===== src/rtl/xor_dut_tester.sv =====
// Built-in tester for an XOR dut: resets it, drives LFSR operand pairs and
// checks result against in1^in2 after a fixed latency, reporting error status.
module xor_dut_tester #(
    parameter int          WIDTH      = 32,
    parameter int          LAT        = 1,
    parameter int          RST_CYCLES = 4,
    parameter logic [31:0] SEED1      = 32'hACE1_2468,
    parameter logic [31:0] SEED2      = 32'h1357_BDF0
) (
    input  logic             clock,
    input  logic             reset,
    input  logic             start,
    input  logic [15:0]      num_vectors,
    output logic             dut_reset,
    output logic [WIDTH-1:0] in1,
    output logic [WIDTH-1:0] in2,
    input  logic [WIDTH-1:0] result,
    output logic             busy,
    output logic             done,
    output logic             pass,
    output logic             rst_err,
    output logic [15:0]      err_count,
    output logic [15:0]      first_err_idx
);

    typedef enum logic [2:0] {IDLE, RST_DUT, DRIVE, DRAIN, DONE} state_t;

    typedef struct packed {
        logic             v;
        logic [15:0]      idx;
        logic [WIDTH-1:0] x;
    } exp_t;

    // Galois taps for x^32+x^22+x^2+x+1, right-shifting form
    localparam logic [31:0] TAPS     = 32'h8020_0003;
    localparam logic [15:0] RST_LAST = 16'(RST_CYCLES - 1);
    localparam logic [15:0] LAT_LAST = 16'(LAT - 1);
    localparam logic [15:0] NONE     = 16'hFFFF;

    function automatic logic [31:0] lfsr_step(input logic [31:0] s);
        return (s >> 1) ^ (s[0] ? TAPS : 32'h0);
    endfunction

    state_t      state, state_nxt;
    logic [31:0] lfsr1, lfsr2;
    logic [15:0] cnt, nv;
    exp_t        pipe [LAT];
    logic        accept, rst_end, last_vec, rst_chk, mismatch;

    assign busy = (state == RST_DUT) || (state == DRIVE) || (state == DRAIN);
    assign done = (state == DONE);
    assign pass = done && (err_count == 16'd0) && !rst_err;

    assign last_vec = (cnt == nv - 16'd1);
    // The first reset edge still sees the dut's pre-reset output
    assign rst_chk  = (state == RST_DUT) && (cnt != 16'd0) && (result !== '0);
    assign mismatch = pipe[LAT-1].v && (result !== pipe[LAT-1].x);

    always_ff @(posedge clock or posedge reset) begin
        if (reset) state <= IDLE;
        else       state <= state_nxt;
    end

    always_comb begin
        state_nxt = state;
        accept    = 1'b0;
        rst_end   = 1'b0;
        unique case (state)
            IDLE, DONE: begin
                if (start) begin
                    accept    = 1'b1;
                    state_nxt = RST_DUT;
                end
            end
            RST_DUT: begin
                if (cnt == RST_LAST) begin
                    rst_end   = 1'b1;
                    state_nxt = (nv == 16'd0) ? DRAIN : DRIVE;
                end
            end
            DRIVE: begin
                if (last_vec) state_nxt = DRAIN;
            end
            DRAIN: begin
                if (cnt == LAT_LAST) state_nxt = DONE;
            end
            default: state_nxt = IDLE;
        endcase
    end

    always_ff @(posedge clock or posedge reset) begin
        if (reset) begin
            dut_reset     <= 1'b1;
            in1           <= '0;
            in2           <= '0;
            rst_err       <= 1'b0;
            err_count     <= 16'd0;
            first_err_idx <= NONE;
            lfsr1         <= SEED1;
            lfsr2         <= SEED2;
            cnt           <= 16'd0;
            nv            <= 16'd0;
            for (int k = 0; k < LAT; k++) pipe[k] <= '0;
        end else begin
            cnt <= (state_nxt != state || !busy) ? 16'd0 : cnt + 16'd1;
            for (int k = LAT - 1; k > 0; k--) pipe[k] <= pipe[k-1];
            pipe[0] <= {state == DRIVE, cnt, in1 ^ in2};
            if (accept) begin
                dut_reset     <= 1'b1;
                in1           <= '0;
                in2           <= '0;
                rst_err       <= 1'b0;
                err_count     <= 16'd0;
                first_err_idx <= NONE;
                lfsr1         <= SEED1;
                lfsr2         <= SEED2;
                nv            <= num_vectors;
            end else begin
                if (rst_chk) rst_err <= 1'b1;
                if (mismatch) begin
                    if (err_count != 16'hFFFF) err_count <= err_count + 16'd1;
                    if (first_err_idx == NONE) first_err_idx <= pipe[LAT-1].idx;
                end
                if ((rst_end && nv != 16'd0) || (state == DRIVE && !last_vec)) begin
                    in1   <= lfsr1[WIDTH-1:0];
                    in2   <= lfsr2[WIDTH-1:0];
                    lfsr1 <= lfsr_step(lfsr1);
                    lfsr2 <= lfsr_step(lfsr2);
                end else if (rst_end || state == DRIVE) begin
                    in1 <= '0;
                    in2 <= '0;
                end
                if (rst_end) dut_reset <= 1'b0;
            end
        end
    end

endmodule

===== config.mk =====
export PLATFORM = sky130hd
export DESIGN_NAME = xor_dut_tester
export DESIGN_NICKNAME = d
export VERILOG_FILES = /design/src/rtl/xor_dut_tester.sv
export SDC_FILE = /design/constraint.sdc
export NUM_CORES = 1
export LEC_CHECK = 0
export ABC_AREA = 1
export CAP_MARGIN = 0
export CORE_ASPECT_RATIO = 0.75
export CORE_MARGIN = 10
export CORE_UTILIZATION = 40
export CTS_BUF_LIST = sky130_fd_sc_hd__clkbuf_2 sky130_fd_sc_hd__clkbuf_4 sky130_fd_sc_hd__clkbuf_8
export CTS_CLUSTER_DIAMETER = 30
export DETAILED_ROUTE_END_ITERATION = 16
export DONT_BUFFER_PORTS = 1
export SYNTH_ARGS = -nofsm -noshare
export SYNTH_HDL_FRONTEND = slang
export SYNTH_SLANG_ARGS = --single-unit

===== constraint.sdc =====
create_clock -name clock -period 8.1 [get_ports clock]
set_input_delay 1.62 -clock clock [delete_from_list [all_inputs] [get_ports clock]]
set_output_delay 1.62 -clock clock [all_outputs]
set_load 0.02 [all_outputs]

**Word level (Yosys, flattened, before mapping)**

Index checks and enable logic that the tools add are counted.

- Reduce and logical (&&, ||, !) cells: 31
- Bitwise gates (word level): 3
- Equal/unequal tests: 11
- $add $sub $neg: 3
- Muxes and demuxes: 32

Operators with widths:

| kind | number |
|---|---|
| 32-bit 2-to-1 mux | 11 |
| 16-bit 2-to-1 mux | 7 |
| 31-bit by 32-bit bitwise XOR with 32-bit output | 2 |
| 16-bit zero test | 3 |
| 16-bit by 1-bit adder with 16-bit output (second input constant) | 2 |
| 32-bit by 1-bit !== test with 1-bit output (second input constant) | 1 |
| 32-bit !== test | 1 |
| 16-bit nonzero test | 2 |
| 32-bit bitwise XOR | 1 |
| 16-bit == test | 1 |
| 16-bit == test (second input constant) | 1 |
| 16-bit by 2-bit == test with 1-bit output (second input constant) | 1 |
| 16-bit inequality test (second input constant) | 1 |
| 16-bit by 1-bit subtractor with 16-bit output (second input constant) | 1 |
| 3-bit 2-to-1 mux | 4 |
| 3-bit one-hot mux with 4 select lines | 1 |
| 2-bit nonzero test | 6 |
| 1-bit 2-to-1 mux | 9 |
| 1-bit logical AND | 7 |
| 3-bit by 2-bit == test with 1-bit output (second input constant) | 2 |
| 1-bit logical OR | 5 |
| 2-bit AND reduction | 2 |
| 3-bit by 1-bit == test with 1-bit output (second input constant) | 1 |
| 3-bit == test (second input constant) | 1 |
| other kinds (5) | 7 |

- Output and inout port bits: 101
- Word-level logic and storage cells: 94
- Flip-flop bits (word level): 246
- Input bits: 51

**Longest topological paths before layout**

Gate-level depths: netlist (run 1).

- Depth after elaboration: 7
- Gate-level depth with buffers: 18

**Least setup slack after synthesis (run 1)**

No wires, ideal clock.

- Path kind: in2reg
- Start: input port result[31]
- End: register first_err_idx[2]
- Setup time: 0.067 ns
- Arrival time: 2.939 ns
- Stages on the path: 11
- Setup slack: 5.094 ns
- Buffers on the path: 1
- Cell sequence: xnor2_1 nand2_1 nor2_1 nand2_1 nor2_1 a21boi_0 nand4_1 nand2_1 buf_2 nor2_1 nor2_1

- Longest elaborated chain between the ends: 4

RTL lines:

| element | RTL line | RTL |
|---|---|---|
| from (decl) | 17 | `input logic [WIDTH-1:0] result,` |
| 32-bit !== test | 57 | `assign mismatch = pipe[LAT-1].v && (result !== pipe[LAT-1].x);` |
| 1-bit logical AND | 57 |  |
| 2-bit nonzero test (no source line) | n/a |  |
| 2-bit AND reduction (no source line) | n/a |  |
| to (signal assigned) | 122 | `if (first_err_idx == NONE) first_err_idx <= pipe[LAT-1].idx;` |
| to (decl) | 23 | `output logic [15:0] first_err_idx` |

Every way passes these cells.
A chain may end at the register's enable or synchronous reset.

**Final worst setup path (run 1)**

- Start: register state[1]
- End: output port pass

- Longest elaborated chain between the ends: 3

RTL lines:

| element | RTL line | RTL |
|---|---|---|
| from (decl) | 44 | `state_t state, state_nxt;` |
| from (signal assigned) | 61 | `else state <= state_nxt;` |
| 3-bit == test | 51 | `assign done = (state == DONE);` |
| named net done | 19 | `output logic done,` |
| 1-bit logical AND (2 in series) | 52 | `assign pass = done && (err_count == 16'd0) && !rst_err;` |
| to (decl) | 20 | `output logic pass,` |

The timed path passes the listed nets, and every way through them passes these cells.

==> flow_summary.yaml, run 1 <==
routing:
  drt_iter0_markers: 618
  drtAntennaViolNets: 0
  drc_errors: 0
  routed_wirelength_um: 27800
  routed_via_density: 4.89
  vias: 7987
  dr.pass1.iters: 5
  wl_per_cell_um: 17.0
clocking:
  numClockSinks: 246
  root_buffer: "clkbuf_8"
  cts_hold_buf: 0
  cts.clk_slew.worst_paths_ns: 0.06
  htreeDepth: 2
  cts-resized-gates: 0
  clk_latency_ns: 0.55
  cts-buffers-inserted: 46
  clockBufferDepth: 3
  cts_tree: "built"
  cts_setup_buffers: 0
worst_hold_path:
  hold_end: "lfsr2[15]"
  hold_class: "flip-flop to flip-flop"
  holdPathStages: 2
  hp-start: "lfsr2[15]"
worst_setup_path:
  cp_cell_sequence: "nor2_1 -> inv_1 -> nor2_1 -> nand3_1 -> nor2_1"
  cpPeakStageDelay_ns: 0.61
  rrSetupSlack_ns: 4.85
  crit_arrival_ns: 2.32
  slowest_stage: "nor2_1"
  worstRegToRegCells: 19
  crit_path_end_kind: "output pin"
  crit_type: "flip-flop to output pin"
  critPathTopFamily: "simple AND/OR/NAND/NOR gates"
  regToRegStartpoint: "nv[0]"
  worstPathMaxFanout: 3
  cp.buffers_inverters: 1
  cp.required_ns: 6.48
  start_kind: "flip-flop"
  timing.rr.end: "lfsr1[21]"
  crit_path_frequent_cell: "nor2_1"
synthesis:
  synthArstFlopShare_pct: 100
  ys_top_cells_by_area: "dfrtp_1, dfstp_2, nand2_1"
  ys_seq_area_share_pct: 56.6
  ys_types: 40
  syn_inst: 1226
  synth_nets: 1282
  yosysTopAreaCell: "dfrtp_1"
  syn_area_um2: 11000
  synth_top_area_share_pct: 45.1
  avgSynthCellArea_um2: 8.96
  ys.flop_type: "dfrtp_1"
  synth_seq_cells: 246
  synth_edf_count: 0
  yosys_warnings: 0
grt:
  antenna_found_initial: 0
  grt.overflow.total: 0
  grt_pass1_wl_um: 44600
  top_usage_layer: "met1"
  grt_pass1_vias: 8034
  met3_usage_pct: 4.19
  met2_usage_pct: 23.2
  grt.met1_usage_pct: 23.5
  track_usage_pct: 16.1
  grt_max_degree: 83
timing:
  tightest_slew_ns: 1.08
  holdWs_ns: 0.466
  relSlewSlack_pct: 27.8
  post-route-period-util_pct: 48.6
  tns_ns: 0
  timing.final.crit_period_ns: 3.94
  setup_viol: 0
  clock_skew_ns: 0.0218
  max_freq_mhz: 254
  slew_viol_final: 0
  hold_viol_final: 0
  rsz0062_at_grt: "false"
pwr:
  switching_power_mw: 1.81
  sw_frac_of_total_pct: 39.8
  power_density_nw_per_um2: 370
  p_seq_share_pct: 44.4
  p_int_mw: 2.74
  fin_total_pwr_mw: 4.55
  p_clk_share_pct: 28.1
  p_leak_nw: 5.97
  peakVddDrop_uv: 162
  power_frac_comb_pct: 27.5
floorplanning:
  start_util_pct: 40.7
  die_y_um: 163
  rows: 52
  ios: 152
  die-area_um2: 34500
  fp.dieW_um: 211
  core_um2: 27000
layout:
  final_nets: 1300
  area_delta_synth_final_pct: 12.0
  drive_gt1_share_pct: 13.3
  n_antenna_cell: 0
  fin_cells: 1633
place:
  port_buffers: 0
  hpwl_um: 19100
  dp.cells: 1547
  gp_congestion: 0.866
run:
  cap_viol_max_count: 0
outcome:
  status: "finished, final reports clean"
## worst register-to-register path, delay by kind of cell (launching register included)
kind	cells	cell delay [ns]
flip-flops	1	0.39
buffers and inverters	4	1.30
adder cells (fa/ha/maj)	1	0.24
AND/OR/NAND/NOR	14	1.28
## power by group through the flow
stage,combinational (mW),clock [mW],sequential [mW]
floorplan,1.03,0,1.94
global placement,1.24,0,2.04
detailed placement,1.26,0,2.04
CTS,1.27,1.31,2.03
global route,1.45,1.38,2.07
finish,1.25,1.28,2.02
## cells by family (layout without fill, tap and decap cells)
family          after synthesis  after routing  synth area share, %
flops                       246            246                 56.6
compound gates              120            120                 5.85
xor+xnor                     93             93                 7.42
fa+ha+maj                     5              5                0.570
simple gates                593            593                 23.2
buf+inv                     169            225                 6.34
## synthesized netlist by cell type, types with 9 or more instances
cell type	count
nand2_1	334
dfrtp_1	198
inv_1	122
nor2_1	113
o21ai_1	68
nand3_1	62
xor2_1	51
dfstp_2	48
xnor2_1	42
o21ai_0	28
nor3_1	22
nand4_1	20
buf_2	16
nor4_1	15
a21oi_1	10
clkbuf_1	10
nand3b_1	9
## stage by stage
step           util, %  instance area (um^2)  worst slack, ns
2_1_floorplan        -                 11000             3.29
3_3_place_gp      41.8                 11300             4.03
3_5_place_dp      41.8                 11300             3.94
4_1_cts           45.5                 12300             4.12
5_1_grt           45.5                 12300             4.04
6_report          45.5                 12300             4.16
## per-layer routing
layer / wire [um] / part of all wire, %
met1: 13800 / 50
met2: 11700 / 42
met3: 1930 / 7.0
met4: 314 / 1.1
met5: 0 / 0
## state kept, by name, indices dropped and copies added (netlist names)
register,flops
first_err_idx,16
err_count,16
cnt,16
state,3
in1,32
lfsr2,32
pipe,49
in2,32
nv,16
rst_err,1
lfsr1,32
dut_reset,1
## cell usage in the layout (no fill, tap or decap), types with 2 or more instances in the layout
cell type	count
ha_1	5
o31ai_1	6
nor2_2	3
o21ai_1	68
buf_4	7
clkbuf_4	13
inv_6	3
a21oi_2	4
clkinv_2	6
a21oi_1	10
o21ai_0	28
nor2_4	4
nand4_1	20
dfstp_2	48
inv_2	9
clkinv_1	2
clkinvlp_4	5
nor2_1	112
xnor2_1	42
nor4_1	15
nand3b_1	9
clkinv_4	2
nand3_1	62
xor2_1	51
nand2_1	334
dfrtp_1	198
clkbuf_8	57
nor3_1	22
nand2_2	4
inv_1	120
## worst max path at each step
stage / cells after the start / slack (ns) / from / endpoint
2_1_floorplan: 1 / 3.29 / reset / cnt[0]
3_3_place_gp: 10 / 4.03 / result[17] / first_err_idx[13]
3_5_place_dp: 10 / 3.94 / result[17] / first_err_idx[14]
4_1_cts: 5 / 4.12 / state[1] / pass
5_1_grt: 5 / 4.04 / state[1] / pass
6_report: 5 / 4.16 / state[1] / pass
## layout make-up
class | count | area, um^2
repair buffers | 7 | 52.6
inverters | 132 | 499
well taps | 351 | 439
clock inverters | 16 | 134
fillers | 2601 | 14700
multi-input cells | 811 | 4080
clock buffers | 70 | 882
flip-flops and latches | 246 | 6220
Note: power is estimated with default switching activity, not from simulation.
==> run 2: changes to the inputs <==
clock period = 3.9 ns   (was 8.1 ns; I/O delays follow)
==> flow_summary.yaml, run 2 (synthesis gave the netlist of run 1 again) <==
timing:
  hold_viol_final: 0
  timing.final.crit_period_ns: 3.09
  relSlewSlack_pct: 40.3
  rsz0062_at_grt: "false"
  post-route-period-util_pct: 79.3
  clock_skew_ns: 0.0424
  max_freq_mhz: 323
  setup_viol: 0
  tightest_slew_ns: 0.895
  holdWs_ns: 0.265
  slew_viol_final: 0
routing:
  dr.pass1.iters: 5
  drc_errors: 0
  wl_per_cell_um: 16.9
  routed_via_density: 4.91
  drtAntennaViolNets: 0
  drt_iter0_markers: 648
  routed_wirelength_um: 27800
  vias: 8040
worst_hold_path:
  hold_class: "input pin to async pin"
floorplanning:
  fp.dieW_um: 211
  ios: 152
  core_um2: 27000
  die-area_um2: 34500
  rows: 52
  die_y_um: 163
  start_util_pct: 40.7
clocking:
  root_buffer: "clkbuf_8"
  cts-buffers-inserted: 49
  cts.clk_slew.worst_paths_ns: 0.07
  clk_latency_ns: 0.59
  cts_setup_buffers: 0
  cts_hold_buf: 0
  numClockSinks: 246
  cts_tree: "built"
  htreeDepth: 2
  cts-resized-gates: 0
  clockBufferDepth: 3
place:
  gp_congestion: 0.848
  hpwl_um: 19000
  port_buffers: 0
grt:
  grt_max_degree: 156
  antenna_found_initial: 0
  track_usage_pct: 16.3
  grt_pass1_wl_um: 45000
  grt.overflow.total: 0
  grt_pass1_vias: 8012
layout:
  fill_cells: 2573
  final_nets: 1303
  drive_gt1_share_pct: 13.7
  regArea_um2: 6220
  final_cell_mix: "nand2_1, dfrtp_1, inv_1"
  area_delta_synth_final_pct: 13.2
  final_core_util_pct: 46.0
  multiInputGateArea_um2: 4080
  regMostFlops: "pipe"
  largest_reg_flops: 49
  final_common_cell: "nand2_1"
  n_antenna_cell: 0
worst_setup_path:
  crit_type: "flip-flop to output pin"
  cp_cell_sequence: "nor2_1 -> inv_1 -> nor2_1 -> nand3_1 -> nor2_1"
  worstPathMaxFanout: 3
  slowest_stage: "nor2_1"
  crit_arrival_ns: 2.31
  crit_path_frequent_cell: "nor2_1"
  crit_path_end_kind: "output pin"
  start_kind: "flip-flop"
  cp.required_ns: 3.12
  cpPeakStageDelay_ns: 0.54
pwr:
  power_density_nw_per_um2: 783
  peakVddDrop_uv: 355
  p_leak_nw: 6.03
outcome:
  status: "finished, final reports clean"
run:
  cap_viol_max_count: 0
==> run 2: cell type report <==
type / count / area share [%]
sequential: 246 / 50.0
multi-input combinational: 811 / 32.8
clock buffer: 72 / 7.22
inverter: 132 / 4.02
tap: 351 / 3.53
clock inverter: 20 / 1.73
timing repair buffer: 7 / 0.725
==> run 2: where the power goes <==
| group | internal [mW] | leakage, nW | switching [mW] |
|---|---|---|---|
| clock | 1.70 | 0.569 | 1.20 |
| sequential | 3.32 | 3.19 | 0.890 |
| combinational | 0.864 | 2.27 | 1.76 |
| total | 5.88 | 6.03 | 3.85 |
==> run 2: per-layer routing <==
| metal | wire [um] | global-route usage, % | part of all wire, % |
|---|---|---|---|
| met3 | 2130 | 4.58 | 7.7 |
| met2 | 11700 | 23.4 | 42 |
| met4 | 388 | 4.37 | 1.4 |
| met5 | 0 | 0 | 0 |
| met1 | 13600 | 23.5 | 49 |
==> run 2: metrics by stage <==
step | TNS [ns] | std cells | setup slack (ns) | area [um^2] | total power, mW
3_5_place_dp | 0 | 1547 | 0.656 | 11300 | 6.89
6_report | 0 | 1639 | 0.807 | 12400 | 9.73
3_3_place_gp | 0 | 1547 | 0.767 | 11300 | 6.84
5_1_grt | 0 | 1639 | 0.613 | 12400 | 10.5
4_1_cts | 0 | 1639 | 0.786 | 12400 | 9.85
2_1_floorplan | -14.37 | 1226 | -0.0726 | 11000 | 6.15
==> run 2: final timing paths <==
kind                                 startpoint  cells past startpoint            to  slack (ns)
worst min-delay path                      reset                      2     lfsr1[25]        0.27
worst min register to register          cnt[10]                      0      pipe[42]        0.45
worst max-delay path                   state[1]                      5          pass        0.81
max in group asynchronous                 reset                      2  err_count[2]        2.86
min in group clock              num_vectors[11]                      2        nv[11]        0.32
worst max register to register            nv[0]                     17     lfsr2[21]        0.97
==> run 2: critical path: cells and delay by family (launching register included) <==
kind,cells,cell delay (ns)
buffers and inverters,1,0.11
DFF,1,0.39
and+or+nand+nor,4,1.22
